### config.mk
export PLATFORM = sky130hd
export DESIGN_NAME = uart_rx_sampler
export DESIGN_NICKNAME = d
export VERILOG_FILES = /design/src/rtl/uart_rx_sampler.sv
export SDC_FILE = /design/constraint.sdc
export NUM_CORES = 1
export LEC_CHECK = 0
export ABC_AREA = 1
export ABC_CLOCK_PERIOD_IN_PS = 3450
export BUFFER_PORTS_ARGS = -buffer_cell sky130_fd_sc_hd__buf_2
export CORE_ASPECT_RATIO = 2
export CORE_MARGIN = 4
export CORE_UTILIZATION = 25
export CTS_CLUSTER_DIAMETER = 120
export DETAILED_ROUTE_END_ITERATION = 8
export GPL_TIMING_DRIVEN = 0
export SYNTH_ARGS = -nofsm -noshare
export SYNTH_HDL_FRONTEND = slang
export SYNTH_SLANG_ARGS = --single-unit
### constraint.sdc
create_clock -name in_clk -period 3.45 [get_ports in_clk]
set_input_delay 0.345 -clock in_clk [delete_from_list [all_inputs] [get_ports in_clk]]
set_output_delay 0.345 -clock in_clk [all_outputs]
set_load 0.005 [all_outputs]
### src/rtl/uart_rx_sampler.sv
// uart_rx_sampler: UART 8N1 receive path, oversampled directly on in_clk.
//
// The rx line is synchronized, a falling edge in IDLE starts a frame, and every
// bit is sampled at mid-bit. coef (in_clk cycles per bit) is latched when the
// start bit is detected. Received bytes are handed over on a valid/ready
// handshake; stop-bit errors and dropped bytes are flagged with one-cycle pulses.
//
// Ports:
//   in_clk     system clock
//   rst        asynchronous reset, active low
//   coef       in_clk cycles per bit (values below 4 act as 4)
//   rx         asynchronous serial input, idles high
//   data       received byte, stable while valid=1
//   valid      data is available
//   ready      consumer accepts data when valid && ready at a rising edge
//   frame_err  one-cycle pulse: stop bit sampled as 0
//   overrun    one-cycle pulse: frame completed while valid=1, new byte dropped
//   busy       high whenever the receiver is not idle

module uart_rx_sampler #(
    parameter int unsigned DATA_BITS   = 8,
    parameter int unsigned SYNC_STAGES = 2  // must be at least 2
) (
    input  logic                 in_clk,
    input  logic                 rst,
    input  logic [13:0]          coef,
    input  logic                 rx,
    output logic [DATA_BITS-1:0] data,
    output logic                 valid,
    input  logic                 ready,
    output logic                 frame_err,
    output logic                 overrun,
    output logic                 busy
);

    localparam int unsigned BitW = (DATA_BITS > 1) ? $clog2(DATA_BITS) : 1;

    typedef enum logic [2:0] {
        StIdle,
        StStart,
        StData,
        StStop,
        StBreak
    } state_e;

    state_e                 state_q, state_d;
    logic [SYNC_STAGES-1:0] sync_q, sync_d;
    logic [13:0]            cnt_q, cnt_d;
    logic [13:0]            c_q, c_d;
    logic [BitW-1:0]        bit_q, bit_d;
    logic [DATA_BITS-1:0]   shift_q, shift_d;
    logic                   pend_q, pend_d;
    logic [DATA_BITS-1:0]   data_q, data_d;
    logic                   valid_q, valid_d;
    logic                   ferr_q, ferr_d;
    logic                   ovr_q, ovr_d;

    logic        rx_s;
    logic [13:0] coef_clamped;
    logic [13:0] half_last;
    logic [13:0] bit_last;

    assign rx_s         = sync_q[SYNC_STAGES-1];
    assign coef_clamped = (coef < 14'd4) ? 14'd4 : coef;
    // Terminal counts: START lasts h cycles, every later bit lasts c cycles.
    assign half_last    = (c_q >> 1) - 14'd1;
    assign bit_last     = c_q - 14'd1;

    always_comb begin
        state_d = state_q;
        sync_d  = {sync_q[SYNC_STAGES-2:0], rx};
        cnt_d   = cnt_q;
        c_d     = c_q;
        bit_d   = bit_q;
        shift_d = shift_q;
        pend_d  = 1'b0;
        data_d  = data_q;
        valid_d = valid_q;
        ferr_d  = 1'b0;
        ovr_d   = 1'b0;

        unique case (state_q)
            StIdle: begin
                if (!rx_s) begin
                    state_d = StStart;
                    cnt_d   = 14'd0;
                    c_d     = coef_clamped;
                    bit_d   = '0;
                end
            end
            StStart: begin
                if (cnt_q == half_last) begin
                    cnt_d   = 14'd0;
                    // A start bit that is high again at mid-bit was a glitch.
                    state_d = rx_s ? StIdle : StData;
                end else begin
                    cnt_d = cnt_q + 14'd1;
                end
            end
            StData: begin
                if (cnt_q == bit_last) begin
                    cnt_d   = 14'd0;
                    shift_d = {rx_s, shift_q[DATA_BITS-1:1]};
                    if (bit_q == BitW'(DATA_BITS - 1)) begin
                        state_d = StStop;
                    end else begin
                        bit_d = bit_q + BitW'(1);
                    end
                end else begin
                    cnt_d = cnt_q + 14'd1;
                end
            end
            StStop: begin
                if (cnt_q == bit_last) begin
                    cnt_d = 14'd0;
                    bit_d = '0;
                    if (rx_s) begin
                        // Byte is committed to the output on the following edge.
                        pend_d  = 1'b1;
                        state_d = StIdle;
                    end else begin
                        ferr_d  = 1'b1;
                        state_d = StBreak;
                    end
                end else begin
                    cnt_d = cnt_q + 14'd1;
                end
            end
            StBreak: begin
                // Wait out a held-low line so it cannot retrigger frames.
                if (rx_s) begin
                    state_d = StIdle;
                end
            end
            default: begin
                state_d = StIdle;
            end
        endcase

        if (valid_q && ready) begin
            valid_d = 1'b0;
        end
        if (pend_q) begin
            // Old byte still unaccepted: keep it and drop the new one.
            if (valid_q && !ready) begin
                ovr_d = 1'b1;
            end else begin
                data_d  = shift_q;
                valid_d = 1'b1;
            end
        end
    end

    always_ff @(posedge in_clk or negedge rst) begin
        if (!rst) begin
            state_q <= StIdle;
            sync_q  <= '1;
            cnt_q   <= 14'd0;
            c_q     <= 14'd4;
            bit_q   <= '0;
            shift_q <= '0;
            pend_q  <= 1'b0;
            data_q  <= '0;
            valid_q <= 1'b0;
            ferr_q  <= 1'b0;
            ovr_q   <= 1'b0;
        end else begin
            state_q <= state_d;
            sync_q  <= sync_d;
            cnt_q   <= cnt_d;
            c_q     <= c_d;
            bit_q   <= bit_d;
            shift_q <= shift_d;
            pend_q  <= pend_d;
            data_q  <= data_d;
            valid_q <= valid_d;
            ferr_q  <= ferr_d;
            ovr_q   <= ovr_d;
        end
    end

    assign data      = data_q;
    assign valid     = valid_q;
    assign frame_err = ferr_q;
    assign overrun   = ovr_q;
    assign busy      = (state_q != StIdle);

endmodule
==> impl_metrics.yaml <==
global_route:
  grt_antenna_before_repair: 0
  grt_pass1_vias: 3312
  grt_pass1_wl_microns: 15500
  grt.overflow.total: 0
  grtUsageTotal: 0.118
  grt_start_max_net_pins: 57
yosys:
  ys_seq_area_frac: 0.386
  synth_edf_count: 0
  yosysMostFrequentCell: "nand2_1"
  synth_flop_cell: "dfrtp_1"
  syn-num-nets: 535
  synthDistinctLibCells: 36
  yosys.area.top_type: "dfrtp_1"
  synthCells: 512
  synth_common_cells: "nand2_1, dfrtp_1, inv_1"
  synth_top_area_frac: 0.364
  synthArstFlopShare: 1.00
  synth.avg_cell_area_sq_um: 7.12
  synth_area_leaders: "dfrtp_1, nand2_1, inv_1, nand3_1, nor2_1"
  syn_area_sq_um: 3640
  ys_warn_count: 0
  ys_seq_elements: 56
power:
  peakVddDrop_mv: 0.293
  powerDensity_nw_per_um2: 678
  power.switching_mw: 1.31
  p_seq_frac: 0.335
  intPower_mw: 1.53
  p_leak_nw: 2.14
  comb_power_share: 0.475
  swShare: 0.461
  clkPwrFrac: 0.189
place:
  dp_hpwl_microns: 7330
  gp_congestion: 0.915
  io_buffers: 29
detailed_routing:
  viasPerCell: 4.39
  routedWlPerCell_microns: 12.4
  drt-initial-drc-count: 148
  ant_nets: 0
  firstDrtPassIters: 4
  route.detailed.drc: 0
  via_count: 3254
  wirelength_microns: 9200
floorplan:
  fp.dieArea_sq_um: 16700
  rows: 62
  die_x_microns: 93.4
  initial_core_util: 0.254
  die_h_microns: 179
  core_area_sq_um: 14400
  io_pins: 30
job:
  max_cap_viol_count: 0
clock_network:
  cts-resized-gates: 0
  cts_buffers: 5
  cts_buffer_depth: 2
  clock_latency_ns: 0.30
  cts_hold_buf: 0
  cts_sinks: 56
  ctsHtreeMaxLevel: 2
  clkTransAtPathRegs_ns: 0.08
  cts_tree: "yes"
  postCtsSetupBuffers: 0
  root_buffer: "clkbuf_16"
worst_setup_path:
  worst-path-buf-inv: 3
  cp-end-kind: "flip-flop"
  cp_top_family: "simple AND/OR/NAND/NOR gates"
  r2r-start: "c_q[0]$_DFFE_PN0P_"
  ff2ff_setup_slack_ns: 0.84
  worstPathMaxFanout: 10
  rr_worst_depth: 17
  cp_slowest_cell: "dfrtp_1"
  cp-start-kind: "flip-flop"
  path_common_cell: "nand2_1"
  critPathKind: "flip-flop to flip-flop"
  required_ns: 3.65
  slowest_delay_ns: 0.55
  path_cells: "inv_1, ha_1, inv_1, nand2_1, nand2_1, nand2_1, nor2_1, nand2_1, nor2_1, nand2_1, nor2_2, nand3_2, nand2_4, nand2_4, buf_6, nand3_2, nand2_1"
  cp.arrival_ns: 2.81
  r2r-end: "cnt_q[11]$_DFFE_PN0P_"
timing:
  timing.fmax_ghz: 0.383
  slew_violations: 0
  skew_ns: 0.00374
  final-setup-viol-count: 0
  final.period_utilization: 0.757
  hold_violations: 0
  rsz0062_at_grt: "no"
  tightestPinTransition_ns: 0.732
  hold_slack_ns: 0.0937
  tns_ns: 0
  max_slew_margin: 0.512
  min_period_ns: 2.61
final_layout:
  drive_gt1_frac: 0.171
  nets: 571
  insertedDiodeCount: 0
  area_delta_synth_final_pct: 14.8
hold_path:
  worstHoldPathType: "input port to asynchronous set/reset pin"
status:
  status: "completed"
## cell families (layout without fill, tap and decap cells)
family                   count (synthesis)  after routing  synth area share
AO/OA/AOI/OAI                           42             42            0.0721
XOR/XNOR                                21             21            0.0505
adder cells (fa/ha/maj)                  5              5            0.0172
buffers and inverters                   74            111            0.0834
flip-flops                              56             56             0.386
multiplexers                             1              1           0.00309
AND/OR/NAND/NOR                        313            313             0.388
## stage by stage
stage / setup WS, ns / area, sq um / util / total power, mW / std cells
2_1_floorplan: 1.40 / 3640 / - / 1.99 / 512
3_3_place_gp: 0.848 / 4030 / 0.281 / 2.31 / 733
5_1_grt: 0.564 / 4190 / 0.292 / 3.11 / 741
3_5_place_dp: 0.837 / 4030 / 0.281 / 2.33 / 733
6_report: 0.839 / 4190 / 0.292 / 2.84 / 741
4_1_cts: 0.827 / 4180 / 0.291 / 2.88 / 741
## layout by cell type (no fill, tap or decap), types with 4 or more instances in the layout
cell type and count:
xnor2_1 7, nand3b_1 5, inv_1 52, nor2_4 6
nor2_1 38, inv_2 5, nand4_1 10, or2_2 4
xor2_1 14, o21ai_2 9, nor3_1 5, nor2_2 5
clkbuf_1 4, nor4_1 5, buf_2 36, o21ai_0 24
clkbuf_16 5, nand2_1 191, ha_1 5, nand3_1 32
nand3_2 5, dfrtp_1 53
## metal layers
| metal | routed length, microns | vias up | global-route usage |
|---|---|---|---|
| met5 | 0 | - | 0 |
| met4 | 413 | 0 | 0.0593 |
| met3 | 287 | 27 | 0.0160 |
| met2 | 5110 | 70 | 0.230 |
| met1 | 3400 | 1479 | 0.118 |
| li1 | - | 1678 | - |
## power by group through the flow
stage	registers [mW]	logic, mW	clock network [mW]
floorplan	0.911	1.08	0
global placement	0.962	1.35	0
detailed placement	0.962	1.37	0
CTS	0.952	1.37	0.553
global route	0.969	1.56	0.579
finish	0.951	1.35	0.537
## flip-flops by register name (all words and copies together) (netlist names)
signal and flops:
sync_q 2, state_q 3, shift_q 8, data 8, cnt_q 14, frame_err 1, pend_q 1, overrun 1
valid 1, c_q 14, bit_q 3
## cell type report
| cell class | instances | area [sq um] |
|---|---|---|
| Multi-Input combinational cell | 382 | 1940 |
| Clock buffer | 5 | 125 |
| Clock inverter | 3 | 27.5 |
| Inverter | 58 | 218 |
| Tap cell | 192 | 240 |
| Buffer | 16 | 86.3 |
| Timing Repair Buffer | 29 | 148 |
| Fill cell | 1588 | 10200 |
| Sequential cell | 56 | 1410 |
## worst max path at each step
stage                       startpoint                    end  depth (start not counted)
finish              c_q[0]$_DFFE_PN0P_  cnt_q[11]$_DFFE_PN0P_                         17
global route        c_q[0]$_DFFE_PN0P_   cnt_q[7]$_DFFE_PN0P_                         16
CTS                 c_q[0]$_DFFE_PN0P_   cnt_q[5]$_DFFE_PN0P_                         16
detailed placement  c_q[0]$_DFFE_PN0P_   cnt_q[5]$_DFFE_PN0P_                         16
global placement    c_q[0]$_DFFE_PN0P_   cnt_q[7]$_DFFE_PN0P_                         16
floorplan           c_q[0]$_DFFE_PN0P_  cnt_q[13]$_DFFE_PN0P_                         17
(Power assumes the default switching activity.)
